--- config.mk ---
export PLATFORM = sky130hd
export DESIGN_NAME = bnn_activation_collector
export DESIGN_NICKNAME = d
export VERILOG_FILES = /design/src/rtl/bnn_pkg.sv /design/src/rtl/bnn_popcount.sv /design/src/rtl/bnn_activation_collector.sv
export SDC_FILE = /design/constraint.sdc
export NUM_CORES = 1
export LEC_CHECK = 0
export CORE_ASPECT_RATIO = 1.1
export CORE_MARGIN = 2
export CORE_UTILIZATION = 55
export CTS_CLUSTER_DIAMETER = 200
export DETAILED_ROUTE_END_ITERATION = 8
export GPL_TIMING_DRIVEN = 0
export PLACE_DENSITY = 0.8
export SLEW_MARGIN = 0
export SYNTH_ARGS = -nofsm -noshare
export SYNTH_HDL_FRONTEND = slang
export SYNTH_SLANG_ARGS = --single-unit
--- constraint.sdc ---
create_clock -name clk -period 6.2 [get_ports clk]
set_input_delay 0.93 -clock clk [delete_from_list [all_inputs] [get_ports clk]]
set_output_delay 0.93 -clock clk [all_outputs]
set_load 0.1 [all_outputs]
--- src/rtl/bnn_pkg.sv ---
// rtl/bnn_pkg.sv - shared parameters and FSM state type for the BNN activation collector
package bnn_pkg;

    localparam int N_BITS_DEF = 8;
    localparam int CNT_W_DEF  = $clog2(N_BITS_DEF + 1);

    typedef enum logic {
        COLLECT = 1'b0,
        HOLD    = 1'b1
    } state_t;

endpackage

--- src/rtl/bnn_popcount.sv ---
// rtl/bnn_popcount.sv - combinational count of ones in an activation vector
module bnn_popcount #(
    parameter int N_BITS = 8,
    parameter int CNT_W  = $clog2(N_BITS + 1)
) (
    input  logic [N_BITS-1:0] vec,
    output logic [CNT_W-1:0]  count
);

    // Plain adder chain over the vector bits.
    always_comb begin
        count = '0;
        for (int i = 0; i < N_BITS; i++) begin
            count = count + CNT_W'(vec[i]);
        end
    end

endmodule

--- src/rtl/bnn_activation_collector.sv ---
// rtl/bnn_activation_collector.sv - packs serial binarised neuron bits into vectors with popcount/threshold decision
module bnn_activation_collector
    import bnn_pkg::*;
#(
    parameter int N_BITS = N_BITS_DEF,
    parameter int CNT_W  = CNT_W_DEF
) (
    input  logic              clk,
    input  logic              rst,
    input  logic              clear,
    input  logic              bit_valid,
    input  logic              bit_in,
    input  logic [CNT_W-1:0]  thresh,
    output logic              out_valid,
    input  logic              out_ready,
    output logic [N_BITS-1:0] act_vec,
    output logic [CNT_W-1:0]  popcount,
    output logic              decision,
    output logic              overflow
);

    localparam int               IDX_W = (N_BITS > 1) ? $clog2(N_BITS) : 1;
    localparam logic [CNT_W-1:0] LAST  = CNT_W'(N_BITS - 1);

    state_t             state;
    logic [CNT_W-1:0]   cnt;
    logic [N_BITS-1:0]  shreg;
    logic [N_BITS-1:0]  vec_next;
    logic [N_BITS-1:0]  pc_vec;
    logic [CNT_W-1:0]   pc;
    logic               pc_ge;
    logic               held_dec;
    logic               drain;

    // Vector as it would look with the current bit written at its slot.
    always_comb begin
        vec_next = shreg;
        vec_next[cnt[IDX_W-1:0]] = bit_in;
    end

    // In HOLD the completed vector already sits in shreg; otherwise count the vector being completed.
    assign pc_vec = (state == HOLD) ? shreg : vec_next;
    assign pc_ge  = (pc >= thresh);
    assign drain  = out_valid && out_ready;

    bnn_popcount #(
        .N_BITS (N_BITS),
        .CNT_W  (CNT_W)
    ) u_popcount (
        .vec   (pc_vec),
        .count (pc)
    );

    // Collection FSM, output buffer and sticky overflow flag.
    always_ff @(posedge clk or posedge rst) begin
        if (rst) begin
            state     <= COLLECT;
            cnt       <= '0;
            shreg     <= '0;
            held_dec  <= 1'b0;
            out_valid <= 1'b0;
            act_vec   <= '0;
            popcount  <= '0;
            decision  <= 1'b0;
            overflow  <= 1'b0;
        end else if (clear) begin
            state     <= COLLECT;
            cnt       <= '0;
            shreg     <= '0;
            held_dec  <= 1'b0;
            out_valid <= 1'b0;
            act_vec   <= '0;
            popcount  <= '0;
            decision  <= 1'b0;
            overflow  <= 1'b0;
        end else begin
            case (state)
                COLLECT: begin
                    if (drain) begin
                        out_valid <= 1'b0;
                    end
                    if (bit_valid) begin
                        shreg <= vec_next;
                        if (cnt == LAST) begin
                            cnt <= '0;
                            if (!out_valid || out_ready) begin
                                act_vec   <= vec_next;
                                popcount  <= pc;
                                decision  <= pc_ge;
                                out_valid <= 1'b1;
                            end else begin
                                // Threshold is captured now, not when the vector finally moves.
                                held_dec <= pc_ge;
                                state    <= HOLD;
                            end
                        end else begin
                            cnt <= cnt + CNT_W'(1);
                        end
                    end
                end
                HOLD: begin
                    if (bit_valid) begin
                        overflow <= 1'b1;
                    end
                    // out_valid is always high here, so out_ready alone completes the handshake.
                    if (out_ready) begin
                        act_vec  <= shreg;
                        popcount <= pc;
                        decision <= held_dec;
                        state    <= COLLECT;
                        cnt      <= '0;
                    end
                end
                default: state <= COLLECT;
            endcase
        end
    end

endmodule

==> results.md <==
* IO Pins at 25
* Final Hold Viols at 0
* Mapped Nets at 207
* Commonest non-fill, non-tap cells in the layout: dfrtp_1, clkdlybuf4s50_1, nand2_1
* Worst-margin pin slew at 1.08 ns
* Num CTS Buffers at 5
* Pwr dens at around 180 nW/µm²
* DPL Wire Length at 3000 µm
* Worst Clk Skew at around 0.0093 ns
* # hold bufs at CTS at 0
* Pin count of the biggest net entering global routing at 30
* Initial Utilization at 0.565
* Ratio of cells with drive above 1 in the final layout at 0.134
* Synth Register Bits at 29
* WP data arrival at 5.16 ns
* Crit path required time at 6.38 ns
* Crit. End Element: flop
* Final slew viol count at 0
* Ant. Diodes at 0
* HP Class: reg -> reg
* CP Launch Type: primary input
* Vias per cell at 5.75
* Root buf cell: clkbuf_4
* Routability cong. at ~0.90
* CTS H-tree depth at 2
* Tcrit/Tclk final at 0.803
* Die area at 3850 µm²
* CTS tree: yes
* Initial drt markers at 71
* WL per Instance at 15.8 µm
* Max-Cap Viols at 0
* Placed Cells at roughly 250
* Leak Pwr at 1.02 nW
* Mapped Area at 1850 µm²
* Hold WS at 0.483 ns
* Grt ovf at 0
* Initial antenna violation count at 0
* Seq/Total Area, Yosys at 0.392
* Post-synth top area cell: dfrtp_1
* Global-route wire length before repair at 6840 µm
* Vert. Die Dim at roughly 65 µm
* Worst rel slew slack at 0.282
* Final cell count without fillers at between 200 and 300
* Max Fclk at 201 MHz
* Vias in the first global route at 1445
* Fill count at 266
* Commonest non-fill, non-tap cell in the layout: dfrtp_1
* Area Overhead vs Synth at 18.1%
* Setup TNS at 0 ns
* Router iterations before antenna repair at 4
* Die Span X at 59.3 µm
* Synth top area share at 0.392
* Worst-skew pair later-pin latency at about 0.32 ns
* Port bufs at 24
* Routed WL at around 4000 µm
* ANT nets after route at 0
* WS Path Type: in -> reg
* Synth top area cells: dfrtp_1, mux2i_1, ha_1, fa_1, nand2_1
* Final setup violating endpoints at 0
* Row cnt at 22
* Overall routing resource usage at 0.238
* Core region area at around 3300 µm²
* Clock Pin Slew Worst Setup and Hold Paths at 0.08 ns
* Number of clock sinks at 29
* Final min period at 4.98 ns
* Yosys warns at 0
* Drt drc at 0
* Main synth FF type: dfrtp_1
* Post-synth EDFFs at 0
* RSZ-0062 raised after global routing: no
* Post-cts resize count at 0
* Post-synthesis cell type count at between 40 and 50
* Syn Area/Cell at 10.0 µm²
* Async SR Flop Fraction at 1.00
* Routed vias at 1455
* # nets final at 238
* Clk buf depth at 2
* Number of setup buffers added after CTS at 0
* Max VDD drop at 0.101 mV
* Worst-path maximum fanout at 7
* Status: completed
* Post-Syn Instances at 185
* R2R Setup Slk at 1.46 ns
Yosys cell counts, drive strengths merged (2+ instances only):
master	n
nor3b	3
nor4b	4
mux2	3
buf	9
nand2b	6
and4bb	2
fa	4
mux2i	12
o21ai	7
nor2	17
ha	8
a21oi	11
nand2	20
inv	13
nor3	5
nor2b	2
clkbuf	4
dfrtp	29
nand4	2
nand3	3
o41ai	2
nand3b	3
o31ai	6
worst max-delay path, cell delays in order:
cell and delay (ns):
clkdlybuf4s50_1 0.54, mux2_2 0.35, ha_1 0.28, inv_1 0.05, fa_1 0.50, fa_1 0.54, inv_1 0.06, fa_1 0.46
fa_1 0.48, ha_1 0.29, a2111o_1 0.39, a21oi_1 0.18, o41ai_2 0.10
power breakdown:
part           internal, mW  switching (mW)
clock                0.0451          0.0608
sequential            0.194         0.00295
combinational        0.0318          0.0603
worst paths after layout:
kind,startpoint,end,cells past startpoint
setup / recovery,bit_in,decision,13
hold / removal,popcount[3],popcount[3],2
setup reg to reg,cnt[0],decision,14
hold reg to reg,popcount[3],popcount[3],2
max in group asynchronous,rst,shreg[2],2
min in group asynchronous,rst,act_vec[5],2
final cells by class:
class                           count  area (µm²)  area share
Tap cell                           36        45.0      0.0206
Sequential cell                    29         726       0.332
Multi-Input combinational cell    130         986       0.451
Timing Repair Buffer               24         240       0.110
Buffer                             13        90.1      0.0412
Clock buffer                        8        48.8      0.0223
Inverter                           13        48.8      0.0223
state kept, by name, indices dropped and copies added (netlist names):
| register | flops |
|---|---|
| act_vec | 8 |
| shreg | 8 |
| cnt | 4 |
| popcount | 4 |
| decision | 1 |
| held_dec | 1 |
| out_valid | 1 |
| overflow | 1 |
| state | 1 |
cell families after synthesis:
family | count (synthesis) | share of synthesized area
simple gates | 70 | 0.228
compound gates | 32 | 0.120
flops | 29 | 0.392
buf+inv | 26 | 0.0750
mux | 15 | 0.0832
fa+ha+maj | 12 | 0.0974
xor+xnor | 1 | 0.00473
stage by stage:
stage	utilization	power [mW]	setup WS, ns	cell area [µm²]
after floorplan	-	0.267	1.70	1850
after global placement	0.652	0.290	1.01	2140
after detailed placement	0.652	0.294	0.899	2140
after CTS	0.667	0.399	1.23	2180
after global routing	0.667	0.412	1.02	2180
final	0.667	0.395	1.22	2180
layer usage:
| metal | up-vias | wire (µm) | global-route usage |
|---|---|---|---|
| li1 | 703 | - | - |
| met1 | 692 | 1790 | 0.323 |
| met2 | 49 | 1930 | 0.361 |
| met3 | 11 | 187 | 0.0459 |
| met4 | 0 | 91 | 0.111 |
| met5 | - | 0 | 0 |
(Power assumes the default switching activity.)
